<file path="config.mk">
export PLATFORM = sky130hd
export DESIGN_NAME = fifo_rd_ptr_ctrl
export DESIGN_NICKNAME = d
export VERILOG_FILES = /design/src/rtl/fifo_rd_ptr_ctrl.sv
export SDC_FILE = /design/constraint.sdc
export NUM_CORES = 1
export LEC_CHECK = 0
export CORE_MARGIN = 2
export CORE_UTILIZATION = 50
export CTS_BUF_LIST = sky130_fd_sc_hd__clkbuf_4 sky130_fd_sc_hd__clkbuf_8
export DETAILED_ROUTE_END_ITERATION = 7
export PLACE_DENSITY = 0.85
export SYNTH_ARGS = -nofsm -noshare
export SYNTH_HDL_FRONTEND = slang
export SYNTH_SLANG_ARGS = --single-unit
</file>
<file path="constraint.sdc">
create_clock -name rd_clock -period 2.95 [get_ports rd_clock]
set_input_delay 0.7375 -clock rd_clock [delete_from_list [all_inputs] [get_ports rd_clock]]
set_output_delay 0.7375 -clock rd_clock [all_outputs]
set_load 0.005 [all_outputs]
</file>
<file path="src/rtl/fifo_rd_ptr_ctrl.sv">
// fifo_rd_ptr_ctrl: read-side pointer controller for the dual-clock FIFO.
// Wrap-extended bin/gray read pointer, write-pointer synchroniser, flags.
//
// Ports:
//   rd_clock     read-domain clock, rising edge
//   reset_n      asynchronous active-low reset
//   rd_en        consumer read request
//   wr_gray      write pointer (gray, write domain, asynchronous)
//   rd_addr      RAM read address
//   rd_gray      registered gray read pointer, to the write domain
//   rd_ack       read accepted this cycle (rd_en & ~empty)
//   empty        FIFO empty, registered
//   almost_empty level <= ae_thresh, registered (equals empty if level off)
//   underflow    sticky: read attempted while empty
//   rd_level     words available (zero unless FIFO_RD_LEVEL_EN)
//
// Optional feature macro: FIFO_RD_LEVEL_EN (gray-to-binary + level logic).

module fifo_rd_ptr_ctrl #(
  parameter int addr_width  = 4,
  parameter int sync_stages = 2,
  parameter int ae_thresh   = 2
) (
  input  logic                  rd_clock,
  input  logic                  reset_n,
  input  logic                  rd_en,
  input  logic [addr_width:0]   wr_gray,
  output logic [addr_width-1:0] rd_addr,
  output logic [addr_width:0]   rd_gray,
  output logic                  rd_ack,
  output logic                  empty,
  output logic                  almost_empty,
  output logic                  underflow,
  output logic [addr_width:0]   rd_level
);

  localparam int PW = addr_width + 1;

  logic [PW-1:0] r_rd_bin;
  logic [PW-1:0] r_rd_gray;
  logic [PW-1:0] r_sync [sync_stages];
  logic          r_empty;
  logic          r_uf;

  logic          w_ack;
  logic [PW-1:0] w_rd_bin_next;
  logic [PW-1:0] w_rd_gray_next;
  logic [PW-1:0] w_wr_gray_s;

  assign w_ack          = rd_en & ~r_empty;
  assign w_rd_bin_next  = r_rd_bin + {{addr_width{1'b0}}, w_ack};
  assign w_rd_gray_next = w_rd_bin_next ^ (w_rd_bin_next >> 1);
  assign w_wr_gray_s    = r_sync[sync_stages-1];

  always_ff @(posedge rd_clock or negedge reset_n) begin
    if (!reset_n) begin
      r_rd_bin  <= '0;
      r_rd_gray <= '0;
      r_empty   <= 1'b1;
      r_uf      <= 1'b0;
      for (int i = 0; i < sync_stages; i++) begin
        r_sync[i] <= '0;
      end
    end else begin
      r_rd_bin  <= w_rd_bin_next;
      r_rd_gray <= w_rd_gray_next;
      // Compare against the synchronised write pointer as it stands now;
      // a write is only seen once it has left the last sync flop.
      r_empty   <= (w_rd_gray_next == w_wr_gray_s);
      r_uf      <= r_uf | (rd_en & r_empty);
      r_sync[0] <= wr_gray;
      for (int i = 1; i < sync_stages; i++) begin
        r_sync[i] <= r_sync[i-1];
      end
    end
  end

`ifdef FIFO_RD_LEVEL_EN
  localparam logic [PW-1:0] AE_T = PW'(ae_thresh);

  logic [PW-1:0] w_wr_bin_s;
  logic [PW-1:0] w_diff;
  logic [PW-1:0] r_level;
  logic          r_ae;

  // Prefix XOR from the MSB down.
  always_comb begin
    w_wr_bin_s = '0;
    w_wr_bin_s[PW-1] = w_wr_gray_s[PW-1];
    for (int i = PW - 2; i >= 0; i--) begin
      w_wr_bin_s[i] = w_wr_bin_s[i+1] ^ w_wr_gray_s[i];
    end
  end

  // Modulo subtraction; the wrap bit makes a full FIFO read 2^addr_width.
  assign w_diff = w_wr_bin_s - w_rd_bin_next;

  always_ff @(posedge rd_clock or negedge reset_n) begin
    if (!reset_n) begin
      r_level <= '0;
      r_ae    <= 1'b1;
    end else begin
      r_level <= w_diff;
      r_ae    <= (w_diff <= AE_T);
    end
  end

  assign rd_level     = r_level;
  assign almost_empty = r_ae;
`else
  assign rd_level     = '0;
  assign almost_empty = r_empty;
`endif

  assign rd_addr   = r_rd_bin[addr_width-1:0];
  assign rd_gray   = r_rd_gray;
  assign rd_ack    = w_ack;
  assign empty     = r_empty;
  assign underflow = r_uf;

endmodule

</file>
==> metrics, run 1 <==
crit-path max cell delay=between 0.5 and 0.6 ns; type of origin of the critical path=primary input; TritonCTS clock tree=built; Clock Sink Count=21; Core Util, Final=69.0%; 1st-iter DRT viols=9; Max clock buf depth=2; ys flop type=dfrtp_1; met2 WL=between 700 and 800 um; ranking of synthesized cells by area=dfrtp_1 61%, xor2_1 8.5%, xnor2_1 6.4%, buf_4 5.5%, dfstp_2 3.2%; Remaining DRCs=0; DRT Pass-1 Iters=3; maximum VDD drop=0.000584 V; DP Wirelength=1020 um; port bufs=20; GRT overflow=0; gr usage total=15.0%; Resize count post-CTS=0; worst-margin pin slew=0.859 ns; Post-synth EDFFs=0; highest routed layer=met4; area post-placement=between 1000 and 1500 um^2; Worst-Skew Late Latency=around 0.3 ns; Slew HR=42.5%; vias in the first global route=477; most common cell in the synthesized netlist=dfrtp_1; Placer Congestion=0.787; Final period util=90.0%; WP buf/inv=2; WL per Instance=13.3 um; Antenna Cells=0; status=completed; ys async rst share=100%; MaxCap Viol Count=0; worst hold path type=reg2reg; Setup crit end kind=output pin; Seq/Total Area, Yosys=a little under two thirds; initial core utilization=54.1%; area of the multi-input gates=268 um^2; Arr. time, crit path=1.92 ns; metal3 WL=65 um; fill count=118; first-pass GRT wire length=2070 um; DRT met1 WL=roughly 500 um; Die Wd=between 40 and 50 um; LEAKAGE=0.000459 uW; Post-Syn Area=825 um^2; wirelength, routed=1310 um; die area=1990 um^2; Layout Skew=0.00378 ns; Register Area=527 um^2; Tmin final=2.65 ns; Final nets=94; most used cell, CP=clkdlybuf4s50_1; CP Class=in2out; CTS H-tree lvls=1; Die H=44.6 um; Top Ports=26; cell area after layout=roughly 1100 um^2; PwrDens=~1100 nW/um^2; mean post-synth cell area=13.7 um^2; hold buffer count at CTS=0; antenna viol nets, final=0; vias per inst=4.95; layout cells sized above 1=9.64%; Final Hold Viols=0; Worst path slowest cell=clkdlybuf4s50_1; Worst Path Required=roughly 2.2 ns; RSZ-0062 raised after global routing=no; CP max FO=2; area leader, netlist=dfrtp_1; Core Area=1520 um^2; FF-to-FF path depth=8; fin. max-slew vios=0; FMAX=377 MHz; worst-path cell chain=clkdlybuf4s50_1 -> nor2b_1 -> clkdlybuf4s50_1; final count of negative-setup-slack endpoints=0; yosys warns=0; Post-Syn Instances=60; top-area cell type share of the netlist area=approximately three fifths; Crit path depth=3; most common library cells after synthesis=20 x dfrtp_1, 8 x xor2_1, 6 x buf_4, 6 x xnor2_1, 3 x nand3_1; Cell Rows=14; initial antenna violation count=0; root buf cell=clkbuf_4; post-CTS setup repair buffer count=0; Clk pin slew, worst setup/hold paths=0.11 ns; flops & latches, synth=21; total CTS buffers=3; critical path's top delay family=buffers and inverters; synth unique cells=20; largest net degree at the start of global routing=22; hold path depth=0; synthesis-to-layout area growth=27.6%; DR vias=490
==> flip-flops by register name, summed over array words and instances, names as in the netlist <==
signal        cells
almost_empty      1
r_rd_bin          5
r_sync            5
rd_gray           4
underflow         1
w_wr_gray_s       5
==> final cells by class <==
class,instances,share of cell area (%)
flip-flops and latches,21,50.1
multi-input cells,37,25.4
repair buffers,21,19.7
clock buffers,4,2.85
well taps,16,1.90
==> metal layers <==
layer | vias to the layer above | track usage (%)
met1 | 237 | 16.7
met3 | 5 | 2.45
met2 | 19 | 28.1
li1 | 229 | -
met5 | - | 0
met4 | 0 | 5.45
==> cell usage in the layout (no fill, tap or decap) <==
cell,n
clkdlybuf4s50_1,20
dfrtp_1,20
xor2_1,8
xnor2_1,6
conb_1,5
clkbuf_4,4
nand3_1,3
nor2b_1,2
ha_1,2
nor2b_2,1
nand2_1,1
a21oi_1,1
o21ai_1,1
a21o_1,1
or3_1,1
nor3b_1,1
and3b_2,1
nor3_1,1
a31oi_1,1
and4_1,1
dfstp_2,1
buf_4,1
==> worst reg2reg max path, stage by stage, from the launching register on <==
cell,delay (ns)
dfstp_2,0.57
nor2b_1,0.06
ha_1,0.22
ha_1,0.32
xnor2_1,0.28
nor3b_1,0.27
nor3_1,0.08
a31oi_1,0.17
and4_1,0.20
==> final timing paths <==
| check | start | slack, ns | endpoint |
|---|---|---|---|
| max | rd_en | 0.30 | rd_ack |
| min | r_sync[9]$_DFF_PN0_ | 0.36 | w_wr_gray_s[4]$_DFF_PN0_ |
| max reg2reg | almost_empty$_DFF_PN1_ | 0.74 | almost_empty$_DFF_PN1_ |
| min reg2reg | r_sync[9]$_DFF_PN0_ | 0.36 | w_wr_gray_s[4]$_DFF_PN0_ |
| max in group asynchronous | reset_n | 1.51 | rd_gray[3]$_DFF_PN0_ |
| min in group asynchronous | reset_n | 0.91 | r_sync[6]$_DFF_PN0_ |
==> logic make-up after synthesis <==
kind of cell	after synthesis	share of synthesized area, %
AOI/OAI and AO/OA	4	2.88
xor gates and xnor gates	14	14.9
other	1	0.455
and+or+nand+nor	12	9.41
adders and majority gates	2	3.03
buffers and inverters	6	5.46
DFF	21	63.9
==> stage by stage <==
| step | TNS [ns] | hold slack [ns] | instances | total power (uW) | worst slack [ns] |
|---|---|---|---|---|---|
| 4_1_cts | 0 | 0.363 | 99 | 1170 | 0.287 |
| 5_1_grt | 0 | 0.378 | 99 | 1230 | 0.0917 |
| 2_1_floorplan | 0 | 0.331 | 64 | 769 | 0.693 |
| 3_5_place_dp | -0.0142 | 0.337 | 95 | 1030 | -0.0142 |
| 6_report | 0 | 0.360 | 99 | 1160 | 0.296 |
| 3_3_place_gp | 0 | 0.332 | 95 | 992 | 0.150 |
==> report_power, final <==
group | switching (uW) | leakage (uW) | internal (uW)
Combinational | 238 | 0.000198 | 327
Clock | 82.8 | 0.0000184 | 61.9
Sequential | 69.1 | 0.000242 | 383
Total | 390 | 0.000459 | 771
Power figures use the tool's default switching activity.
==> run 2: changes to the inputs <==
- CTS_CLUSTER_DIAMETER: unset -> 50
==> results of run 2 <==
Final layout, timing and power as in run 1 (identical DEF).
==> patch 1, RTL diff (settings of run 2) <==
Set the parameter `sync_stages` to 8 (it was 2).
--- a/src/rtl/fifo_rd_ptr_ctrl.sv
+++ b/src/rtl/fifo_rd_ptr_ctrl.sv
@@ -20,3 +20,3 @@
   parameter int addr_width  = 4,
-  parameter int sync_stages = 2,
+  parameter int sync_stages = 8,
   parameter int ae_thresh   = 2
Behaviour: not the same (Yosys sat finds a counterexample within 4 cycles, from zero or initial values and one cycle with reset_n low).
==> patch 1 against run 2 <==
  * Sequential cell count up 30
  * Final cell count up 62%
  * Setup slack worse by 0.0080 ns
  * Synthesized area up 91%
  * Design area up 77%
  * Core utilization down 7.6 points
  * Routed wire length up 47%
  * Sequential share of layout area up 19 points
  * Power up 50%
  * Synthesized cell count up 50%
  * Critical endpoint unchanged
==> patch 1: results (changes against run 2) <==
stage,metric,value,unit,change
final_layout,clock_buffers,7,,+3
yosys,synth_common_cells,"dfrtp_1 (50), xor2_1 (8), buf_4 (6), xnor2_1 (6), nand3_1 (3)",,
min_path,min-delay-start,r_sync[10],,
final_layout,drive_gt1_share,10.3,%,+0.71 points
final_layout,final-seq-area,0.00128,sq mm,+140%
yosys,yosysSeqAreaShare,81.1,%,+17 points
placed_design,routabilityCongestion,0.818,,+3.8%
placed_design,dp_hpwl,1.23,mm,+21%
power_and_ir_drop,p_leak,0.822,nW,+79%
timing,slew_headroom,30.4,%,-12 points
power_and_ir_drop,irDropWorstVdd,0.385,mV,-34%
run_status,status,"finished, final reports clean",,
timing,whs,0.358,ns,-0.00175 ns
route,wl_met1,860,um,+72%
grt,grt_pass1_vias,726,,+52%
min_path,worst_hold_path.endpoint,r_sync[5],,
route,met2_length,937,um,+29%
clock_tree,numCtsBuffers,5,,+2
yosys,synthDominantCellAreaShare,79.4,%,+19 points
final_layout,multi_input_area_share,14.4,%,-11 points
power_and_ir_drop,p_sw_share,28.5,%,-5.0 points
yosys,synth_area_leaders,"dfrtp_1 (79%), xor2_1 (4.4%), xnor2_1 (3.3%)",,
route,vias_per_cell,4.51,,-9.0%
timing,fin_skew,0.0108,ns,+0.00704 ns
grt,grtUsageTotal,13.6,%,-1.4 points
final_layout,nets,125,,+33%
route,wl_per_cell,12.1,um,-8.8%
grt,grt_max_degree,52,,+140%
clock_tree,clk_pin_slew,0.13,ns,+0.02 ns
route,drt_iter0_markers,17,,+8
placed_design,place_ws,0.0620,ns,+0.0763 ns
setup_path,ff2ff_setup_slack,0.79,ns,+0.05 ns
route,wl_met3,100,um,+54%
[patch 1: cell count changes after synthesis]
cell / before / now
dfrtp_1: 20 / 50
[patch 1: worst max-delay path by stage]
| stage | slack [ns] | startpoint | to |
|---|---|---|---|
| 2_1_floorplan | 0.69 | rd_en | almost_empty |
| 5_1_grt | 0.24 | rd_en | rd_ack |
| 3_3_place_gp | 0.17 | rd_en | almost_empty |
| 6_report | 0.29 | rd_en | rd_ack |
| 3_5_place_dp | 0.06 | rd_en | almost_empty |
| 4_1_cts | 0.27 | rd_en | rd_ack |
[patch 1: kinds of logic (layout without fill, tap and decap cells)]
logic type,Yosys count,after routing,synth area share (%)
AOI/OAI and AO/OA,4,4,1.51
DFF,51,51,81.1
xor gates and xnor gates,14,14,7.78
other,1,5,0.238
buffers and inverters,6,28,2.86
adders and majority gates,2,2,1.59
and+or+nand+nor,12,12,4.92
[patch 1: power groups by stage]
stage	Sequential (W)	Clock (W)	Combinational, W
6_report	0.000886	0.000314	0.000547
5_1_grt	0.000901	0.000362	0.000598
4_1_cts	0.000887	0.000334	0.000554
3_5_place_dp	0.000902	0	0.000548
3_3_place_gp	0.000895	0	0.000529
2_1_floorplan	0.000897	0	0.000310
[patch 1: per-stage QoR]
step	instances	area, sq um	total power [W]
finish	160	1860	0.00175
global placement	152	1800	0.00142
floorplan	94	1590	0.00121
detailed placement	152	1800	0.00145
CTS	160	1860	0.00177
global route	160	1860	0.00186
[patch 1: worst max-delay path, stage by stage]
cell and delay, ns:
clkdlybuf4s50_1 0.48, nor2b_1 0.18, clkdlybuf4s50_1 0.53
==> patch 2, RTL diff (flow settings as in run 2) <==
Without the edit above. Put one more register stage on the output `underflow`, with the module's reset. The value now appears one clock later. The other outputs are not delayed to match.
--- a/src/rtl/fifo_rd_ptr_ctrl.sv
+++ b/src/rtl/fifo_rd_ptr_ctrl.sv
@@ -118,3 +118,9 @@
   assign empty     = r_empty;
-  assign underflow = r_uf;
+  always_ff @(posedge rd_clock or negedge reset_n) begin
+    if (!reset_n) begin
+      underflow <= '0;
+    end else begin
+      underflow <= r_uf;
+    end
+  end
 
Check against the original RTL: not equivalent (a bounded check fails within 4 cycles, from zero or initial values and one cycle with reset_n low).
==> patch 2 against run 2 <==
  * Synthesized area rose by 3.0%
  * Sequential cell count rose by 1
  * Non-clock buffer count did not move
  * Synthesized cell count rose by 1.7%
  * Sequential share of layout area rose by 0.11 points
  * Design area rose by 4.5%
  * Power rose by 6.7%
  * Fmax fell by 1.1%
  * Routed wire length fell by 4.6%
  * Setup slack got worse by 0.028 ns
  * Sequential power rose by 4.6%
  * Largest cell class unchanged
  * Global-route usage fell by 0.57 points
==> patch 2: results (changes against run 2) <==
stage,metric,value,unit,change
run_status,status,"finished, final reports clean",,
power_and_ir_drop,p_sw_share,30.9,%,-2.7 points
yosys,synth_area_leaders,"dfrtp_1 (62%), xor2_1 (8.2%), xnor2_1 (6.2%)",,
grt,grtUsageTotal,14.4,%,-0.57 points
grt,met3_usage,2.40,%,-0.049 points
placed_design,place_ws,-0.0482,ns,-0.0339 ns
placed_design,port_buffers,20,,unchanged
placed_design,place_area,0.00105,sq mm,+2.4%
yosys,yosysSeqAreaShare,64.9,%,+1.1 points
route,drt_iter0_markers,2,,-7
route,first_pass_iters,2,,-1
yosys,netlist_instances,61,,+1.7%
route,wl_met3,45,um,-31%
power_and_ir_drop,seqPwrFrac,38.2,%,-0.7 points
route,vias,483,,-1.4%
setup_path,arrival,1.94,ns,+0.02 ns
placed_design,dp_hpwl,927,um,-9.0%
power_and_ir_drop,irDropWorstVdd,0.578,mV,-0.97%
power_and_ir_drop,p_leak,0.478,nW,+4.2%
power_and_ir_drop,seq-power,0.000473,W,+4.6%
final_layout,nets,95,,+1.1%
power_and_ir_drop,clock_power,0.000223,W,+54%
yosys,synth_common_cells,"dfrtp_1 (21), xor2_1 (8), buf_4 (6), xnor2_1 (6), nand3_1 (3)",,
setup_path,worst-path-max-fanout,2,,unchanged
grt,grt_max_degree,23,,+4.5%
grt,grt_pass1_wl,2.06,mm,-0.68%
grt,grt_use_met2,24.6,%,-3.5 points
route,wl_met1,528,um,+5.4%
timing,fin_skew,0.00239,ns,-0.00139 ns
placed_design,place_inst,96,,+1.1%
placed_design,routabilityCongestion,0.703,,-11%
final_layout,drive_gt1_share,9.52,%,-0.11 points
route,vias_per_cell,4.83,,-2.4%
setup_path,slowest_delay,0.53,ns,
grt,use_met1,17.6,%,+0.94 points
route,wl_per_cell,12.5,um,-5.5%
==> patch 2: path summary, 6_finish.rpt <==
check	start	to	slack (ns)	cells after the start
hold reg to reg	r_sync[7]	w_wr_gray_s[2]	0.36	0
hold / removal	r_sync[7]	w_wr_gray_s[2]	0.36	0
setup reg to reg	almost_empty	almost_empty	0.74	8
setup / recovery	rd_en	rd_ack	0.27	3
max in group asynchronous	reset_n	almost_empty	1.89	2
min in group asynchronous	reset_n	w_wr_gray_s[2]	0.79	2
==> patch 2: cells by family after synthesis <==
kind of cell             Yosys count  share of synthesized area [%]
other                              1                          0.441
XOR/XNOR                          14                           14.4
buffers and inverters              6                           5.30
adder cells (fa/ha/maj)            2                           2.95
AO/OA/AOI/OAI                      4                           2.80
AND/OR/NAND/NOR                   12                           9.13
flip-flops                        22                           64.9
==> patch 2: layout make-up <==
type,count,area (sq um)
repair buffers,21,208
clock inverters,1,30.0
fillers,103,442
flip-flops and latches,22,552
clock buffers,3,22.5
well taps,16,20.0
multi-input cells,37,268
